## src/rtl/seven_segment_decoder.sv

```systemverilog
// ---------------------------------------------------------------------------
// seven_segment_decoder
//
// Receive-side counterpart of a binary-to-7-segment encoder. The eight
// segment lines are synchronized, normalized so that a lit segment reads 1,
// debounced until STABLE_CYCLES consecutive identical samples are seen, and
// then mapped back to a 4-bit hex value. Blank and illegal patterns are
// flagged. Used as a loopback checker and as a front-panel readback monitor.
//
// Parameters:
//   STABLE_CYCLES   consecutive identical samples needed to accept (1-255)
//   SEG_ACTIVE_LOW  1 when a lit segment is driven low on the pins
//
// Ports:
//   i_Clk            system clock
//   i_Rst            asynchronous active-high reset
//   i_EN             decoder enable
//   i_Segment_A..G   segment lines
//   i_Segment_DP     decimal point line
//   o_Binary_Num     last accepted legal hex value
//   o_DP             DP bit of the last accepted pattern
//   o_Valid          one-cycle pulse when a new pattern is accepted
//   o_Blank          last accepted pattern has A-G all unlit
//   o_Invalid        last accepted pattern is not in the decode table
//   o_Err_Count      (SEG_DEC_ERR_COUNT_EN only) saturating count of
//                    accepted illegal patterns
//
// Optional feature macro: SEG_DEC_ERR_COUNT_EN
// ---------------------------------------------------------------------------
module seven_segment_decoder #(
  parameter int STABLE_CYCLES  = 4,
  parameter int SEG_ACTIVE_LOW = 0
) (
  input  logic       i_Clk,
  input  logic       i_Rst,
  input  logic       i_EN,
  input  logic       i_Segment_A,
  input  logic       i_Segment_B,
  input  logic       i_Segment_C,
  input  logic       i_Segment_D,
  input  logic       i_Segment_E,
  input  logic       i_Segment_F,
  input  logic       i_Segment_G,
  input  logic       i_Segment_DP,
  output logic [3:0] o_Binary_Num,
  output logic       o_DP,
  output logic       o_Valid,
  output logic       o_Blank,
  output logic       o_Invalid
`ifdef SEG_DEC_ERR_COUNT_EN
  ,
  output logic [7:0] o_Err_Count
`endif
);

  // Pin level of an unlit segment; XOR with it normalizes to lit = 1.
  localparam logic [7:0] UNLIT      = (SEG_ACTIVE_LOW != 0) ? 8'hFF : 8'h00;
  localparam logic [7:0] STABLE_MAX = 8'(STABLE_CYCLES);

  typedef enum logic [1:0] {
    ST_DISABLED,
    ST_SETTLE,
    ST_LOCKED
  } state_t;

  logic [7:0] pins;
  logic [7:0] sync_1;
  logic [7:0] sync_2;
  logic [7:0] sample;
  logic [7:0] prev_sample;
  logic       changed;
  logic       reach_stable;
  logic [7:0] count;
  logic [7:0] last_word;
  state_t     state;
  logic [3:0] dec_num;
  logic       dec_legal;
  logic       dec_blank;

  assign pins = {i_Segment_A, i_Segment_B, i_Segment_C, i_Segment_D,
                 i_Segment_E, i_Segment_F, i_Segment_G, i_Segment_DP};

  // Two-flop synchronizer; flops reset to the unlit pin level.
  always_ff @(posedge i_Clk or posedge i_Rst) begin
    if (i_Rst) begin
      sync_1 <= UNLIT;
      sync_2 <= UNLIT;
    end else begin
      sync_1 <= pins;
      sync_2 <= sync_1;
    end
  end

  // The sample arriving at this edge (sync_1) is compared with the one
  // already held (sync_2), so a decision is made on the same edge that the
  // sample becomes the synchronized word.
  assign sample       = sync_1 ^ UNLIT;
  assign prev_sample  = sync_2 ^ UNLIT;
  assign changed      = (sample != prev_sample);
  assign reach_stable = (({1'b0, count} + 9'd1) >= {1'b0, STABLE_MAX});

  // Decode of A-G (A is the MSB); 73 is accepted as an alternate 9.
  always_comb begin
    dec_num   = 4'h0;
    dec_legal = 1'b1;
    dec_blank = (sample[7:1] == 7'h00);
    case (sample[7:1])
      7'h7E:   dec_num = 4'h0;
      7'h30:   dec_num = 4'h1;
      7'h6D:   dec_num = 4'h2;
      7'h79:   dec_num = 4'h3;
      7'h33:   dec_num = 4'h4;
      7'h5B:   dec_num = 4'h5;
      7'h5F:   dec_num = 4'h6;
      7'h70:   dec_num = 4'h7;
      7'h7F:   dec_num = 4'h8;
      7'h7B:   dec_num = 4'h9;
      7'h73:   dec_num = 4'h9;
      7'h77:   dec_num = 4'hA;
      7'h1F:   dec_num = 4'hB;
      7'h4E:   dec_num = 4'hC;
      7'h3D:   dec_num = 4'hD;
      7'h4F:   dec_num = 4'hE;
      7'h47:   dec_num = 4'hF;
      default: dec_legal = 1'b0;
    endcase
  end

  // Stability FSM with registered outputs. Leaving DISABLED already counts
  // the current sample when it is unchanged, so a pattern that was steady
  // while disabled is accepted STABLE_CYCLES edges after i_EN rises.
  // An accepted word equal to the previous one (a glitch that came back)
  // changes nothing and does not pulse.
  always_ff @(posedge i_Clk or posedge i_Rst) begin
    if (i_Rst) begin
      state        <= ST_DISABLED;
      count        <= 8'd0;
      last_word    <= 8'h00;
      o_Binary_Num <= 4'h0;
      o_DP         <= 1'b0;
      o_Valid      <= 1'b0;
      o_Blank      <= 1'b1;
      o_Invalid    <= 1'b0;
`ifdef SEG_DEC_ERR_COUNT_EN
      o_Err_Count  <= 8'd0;
`endif
    end else begin
      o_Valid <= 1'b0;
      if (!i_EN) begin
        state <= ST_DISABLED;
        count <= 8'd0;
      end else begin
        case (state)
          ST_DISABLED: begin
            state <= ST_SETTLE;
            count <= changed ? 8'd0 : 8'd1;
          end
          ST_SETTLE: begin
            if (changed) begin
              count <= 8'd0;
            end else if (reach_stable) begin
              state <= ST_LOCKED;
              count <= STABLE_MAX;
              if (sample != last_word) begin
                last_word <= sample;
                o_Valid   <= 1'b1;
                o_DP      <= sample[0];
                if (dec_blank) begin
                  o_Blank   <= 1'b1;
                  o_Invalid <= 1'b0;
                end else if (dec_legal) begin
                  o_Binary_Num <= dec_num;
                  o_Blank      <= 1'b0;
                  o_Invalid    <= 1'b0;
                end else begin
                  o_Blank   <= 1'b0;
                  o_Invalid <= 1'b1;
`ifdef SEG_DEC_ERR_COUNT_EN
                  if (o_Err_Count != 8'hFF) begin
                    o_Err_Count <= o_Err_Count + 8'd1;
                  end
`endif
                end
              end
            end else begin
              count <= count + 8'd1;
            end
          end
          ST_LOCKED: begin
            if (changed) begin
              state <= ST_SETTLE;
              count <= 8'd0;
            end
          end
          default: begin
            state <= ST_DISABLED;
            count <= 8'd0;
          end
        endcase
      end
    end
  end

endmodule

```

## config.mk

```make
export PLATFORM = sky130hd
export DESIGN_NAME = seven_segment_decoder
export DESIGN_NICKNAME = d
export VERILOG_FILES = /design/src/rtl/seven_segment_decoder.sv
export SDC_FILE = /design/constraint.sdc
export NUM_CORES = 1
export LEC_CHECK = 0
export CAP_MARGIN = 0
export CORE_UTILIZATION = 28
export DETAILED_ROUTE_END_ITERATION = 8
export GPL_TIMING_DRIVEN = 0
export PLACE_DENSITY = 0.55
export SLEW_MARGIN = 5
export SYNTH_ARGS = -nofsm -noshare
export SYNTH_HDL_FRONTEND = slang
export SYNTH_SLANG_ARGS = --single-unit
export TNS_END_PERCENT = 50
```

## constraint.sdc

```tcl
create_clock -name i_Clk -period 5.82 [get_ports i_Clk]
set_input_delay 1.164 -clock i_Clk [delete_from_list [all_inputs] [get_ports i_Clk]]
set_output_delay 1.164 -clock i_Clk [all_outputs]
set_load 0.005 [all_outputs]
```

---- Word level (Yosys, flattened, before mapping) ----
Cells that the tools add are included.
storage, ports and cells
  flip-flop bits (word level) ............. 42
  latch bits .............................. 0
  memory bits (writable) .................. 0
  ROM bits ................................ 0
  input bits .............................. 11
  output and inout port bits .............. 8
  word-level logic and storage cells ...... 67
  memories kept ........................... 0
operators by class
  $add $sub $neg .......................... 2
  multiply operators ...................... 0
  divide/modulo/power cells ............... 0
  order comparisons ....................... 1
  eq/ne operators ......................... 24
  shifts and indexed selects .............. 0
  multiplexer cells ....................... 21
  bitwise gates (word level) .............. 2
  reduce and logical (&&, ||, !) cells .... 7
operators with widths
  cell                   count
  $eq A7 B7 Y1 const B   13
  $pmux W4 S15           1
  $mux W8                4
  $pmux W8 S3            1
  $eq A7 B6 Y1 const B   3
  $reduce_or A17 Y1      1
  $ne A8 B8 Y1           2
  $mux W1                10
  $add A8 B1 Y9 const B  1
  $ge A9 B3 Y1 const B   1
  $ne A3 B3 Y1 const B   3
  $add A8 B1 Y8 const B  1
  $mux W2                4
  $eq A7 B5 Y1 const B   1
  $logic_not A7 Y1       1
  $reduce_and A7 Y1      1
  $pmux W2 S3            1
  $reduce_and A5 Y1      1
  $reduce_and A3 Y1      1
  $eq A2 B1 Y1 const B   1
  $eq A2 B2 Y1 const B   1
  $logic_not A2 Y1       1
  $not A1 Y1             2
  $reduce_or A2 Y1       1

---- Logic depth before layout (Yosys ltp) ----
  depth in word-level cells ............... 6
  gate-level depth with buffers ........... 8
  depth with buffers taken out ............ 7

---- Worst setup path after synthesis ----
OpenSTA, ideal clock, no wires.
  path type ............................... input -> register
  from .................................... input i_EN
  to ...................................... register last_word[0]
  setup time .............................. 0.125 ns
  data arrival time ....................... 2.057 ns
  slack ................................... 3.638 ns
  stages on the path ...................... 4
  cells stage by stage .................... nand3_4 -> a211oi_4 -> buf_8 -> mux2_4
between the ends
  longest elaborated chain between the ends .. 1
RTL lines
  element                      line  text
  start: declaration           36    input logic i_EN,
  $reduce_and A5 Y1 (no line)  --
  end signal: assignment       165   last_word <= sample;
  end: declaration             74    logic [7:0] last_word;
No other way between the ends.
A chain may end at the register's enable or synchronous reset.

---- Worst setup path in the final report ----
  from .................................... input i_EN
  to ...................................... register last_word[5]
The elaborated chain is that of the path after synthesis.

==> impl_results.md <==
- Max-Slew Margin vs Limit: 63.1%
- RSZ-0062 raised after global routing: no
- Area leader, netlist: dfrtp_1
- Avg Vias per Cell: 4.62
- Distinct cells, synth: 54
- Most frequent cell after synthesis: dfrtp_1
- Hold-fix buffers, CTS: 0
- # port buffers: 18
- Placed Cells: between 300 and 400
- Nets@finish: 224
- Starting DRC count in detailed routing: 65
- DRC Markers: 0
- Post-synth ARST share: between 90% and 100%
- Largest net degree at the start of global routing: 33
- DP HPWL: about 2800 um
- CP max stage cell: clkdlybuf4s50_1
- Drt first pass iters: 5
- WP data arrival: between 2000 and 3000 ps
- Final Cycle Share: 43.5%
- Share of cells above drive strength 1: ~21%
- Post-synthesis sequential area ratio: between 40% and 50%
- Die area: 0.00809 mm^2
- Worst Hold Class: register to register
- Cts bufs inserted: 5
- Starting density of the core: approximately 29%
- Final ANT Viol Nets: 0
- Syn_nets: 198
- Clock Tree Buf Depth: 2
- Pleak: between 1 and 1.5 nW
- Antenna violations before repair: 0
- Crit path launch type: input port
- Ys flop type: dfrtp_1
- Overflow after GRT: 0
- Synthesis-stage register bit count: a little over 40
- Setup-failing EPs final: 0
- CP Cell Sequence: clkdlybuf4s50_1 -> nand3_4 -> a211oi_4 -> buf_8 -> mux2_4
- Final Util: a little over a third
- Fin crit period: between 2000 and 3000 ps
- Crit path max-delay family: buffers and inverters
- Post-Synthesis Cells: 186
- H-tree levels: 2
- Clk root buf: clkbuf_8
- Syn Area/Cell: 11.6 um^2
- Clk slew on worst S/H paths: ~80 ps
- Final WL: about 3900 um
- Skew-Pair Late Insertion Delay: roughly 290 ps
- P per Cell Area: ~210 mW/mm^2
- Max-cap violations: 0
- Filler Cell Count: 760
- # Post-CTS Setup Buffers: 0
- Global-route wire length before repair: around 7000 um
- Final non-filler cell total: 312
- I/O pin total: 19
- Status: complete, no violations
- Core Area: 0.00737 mm^2
- Wire per inst: ~13 um
- Worst slew pin tran: around 550 ps
- Critical path buffers and inverters: 2
- Syn. warnings: 0
- Slowest stage delay, CP: around 500 ps
- Placement row count: 31
- Final Hold Violating Endpoints: 0
- Setup Skew: ~4.2 ps
- Gpl congestion: between 0.7 and 0.8
- TNS Setup: 0 ps
- Required @ worst endpoint: 6000 ps
- Worst-path fanout max: 10
- Die height: approximately 90 um
- Final critical-path setup slack: 3290 ps
- GR Util All Layers: roughly 11%
- Sink Count: 41
- CTS tree: done
- Setup CP Type: input port to register
- Post-synth EDFFs: 0
- Max IR drop VDD: between 0.09 and 0.1 mV
- Max frequency: ~400 MHz
- Placement Setup Slack: 2970 ps
- Most area-consuming cells after synthesis: dfrtp_1 (46%), mux2_4 (8.3%), xnor2_1 (3.6%)
- Max Slew Vio Count: 0
- Top cells by count, synth: dfrtp_1 (40), nand2_1 (15), mux2_4 (12)
- Number of global-route vias before repair: ~1.4k
- Worst setup EP type: register
- Die width: between 80 and 90 um
- Synthesized cell area: about 0.0022 mm^2
- P&R area growth vs syn: 18.9%
- Post-synth top area share: roughly 46%
- Total number of vias: between 1k and 1.5k
- Post_cts resized: 0
- Diode count: 0
## metrics by stage
| stage | hold slack, ps | power [mW] | instance area [um^2] |
|---|---|---|---|
| 6_report | 375 | 0.532 | 2580 |
| 5_1_grt | 384 | 0.563 | 2580 |
| 4_1_cts | 375 | 0.543 | 2580 |
| 3_5_place_dp | 356 | 0.355 | 2490 |
| 3_3_place_gp | 353 | 0.353 | 2470 |
| 2_1_floorplan | 349 | 0.337 | 2170 |
## routing by layer
metal	global-route usage, %	wire length [um]
met1	14.5	1950
met2	16.9	1820
met3	2.54	107
met4	4.17	57
met5	0	0
## power by group
| part | total, mW | switching, mW | leakage (nW) | internal (mW) |
|---|---|---|---|---|
| sequential | 0.295 | 0.00467 | 0.525 | 0.291 |
| combinational | 0.0529 | 0.0302 | 0.541 | 0.0227 |
| clock | 0.184 | 0.101 | 0.0439 | 0.0828 |
## cell usage in the layout, fill, tap and decap left out, types with 6 or more instances in the layout
master and n:
nand2_1 15, dfrtp_1 40, mux2_4 12, a21oi_1 6
and2_1 6, o21ai_0 7, xnor2_1 9, buf_2 7
clkdlybuf4s50_1 18, xor2_1 9
## cell families after synthesis
| group | share of synthesized area [%] |
|---|---|
| adder cells (fa/ha/maj) | 0.578 |
| multiplexers | 9.30 |
| AO/OA/AOI/OAI | 11.2 |
| XOR/XNOR | 7.28 |
| buffers and inverters | 4.04 |
| flip-flops | 47.4 |
| AND/OR/NAND/NOR | 20.2 |
## state kept, by name, indices dropped and copies added (netlist names)
name,cells
sample,8
o_Valid,1
state,2
o_Binary_Num,4
o_Invalid,1
last_word,8
o_Blank,1
prev_sample,8
count,8
## path summary, 6_finish.rpt
path                       slack, ps                start  cells after the start                           to
min                              370  sample[3]$_DFF_PP0_                      0     prev_sample[3]$_DFF_PP0_
max                             3290                 i_EN                      5     last_word[5]$_DFFE_PP0P_
max in group asynchronous       4270                i_Rst                      3     prev_sample[5]$_DFF_PP0_
max reg2reg                     3420  sample[6]$_DFF_PP0_                      7     last_word[5]$_DFFE_PP0P_
min reg2reg                      370  sample[3]$_DFF_PP0_                      0     prev_sample[3]$_DFF_PP0_
min in group asynchronous       1120                i_Rst                      2  o_Binary_Num[1]$_DFFE_PP0P_
## cell type report
class	count	area [um^2]	area share, %
multi-input cells	129	1050	40.8
flip-flops and latches	41	1030	39.9
repair buffers	19	200	7.77
well taps	99	124	4.81
clock buffers	5	68.8	2.67
plain buffers	11	68.8	2.67
inverters	5	18.8	0.729
clock inverters	3	17.5	0.680
Power figures use the tool's default switching activity.
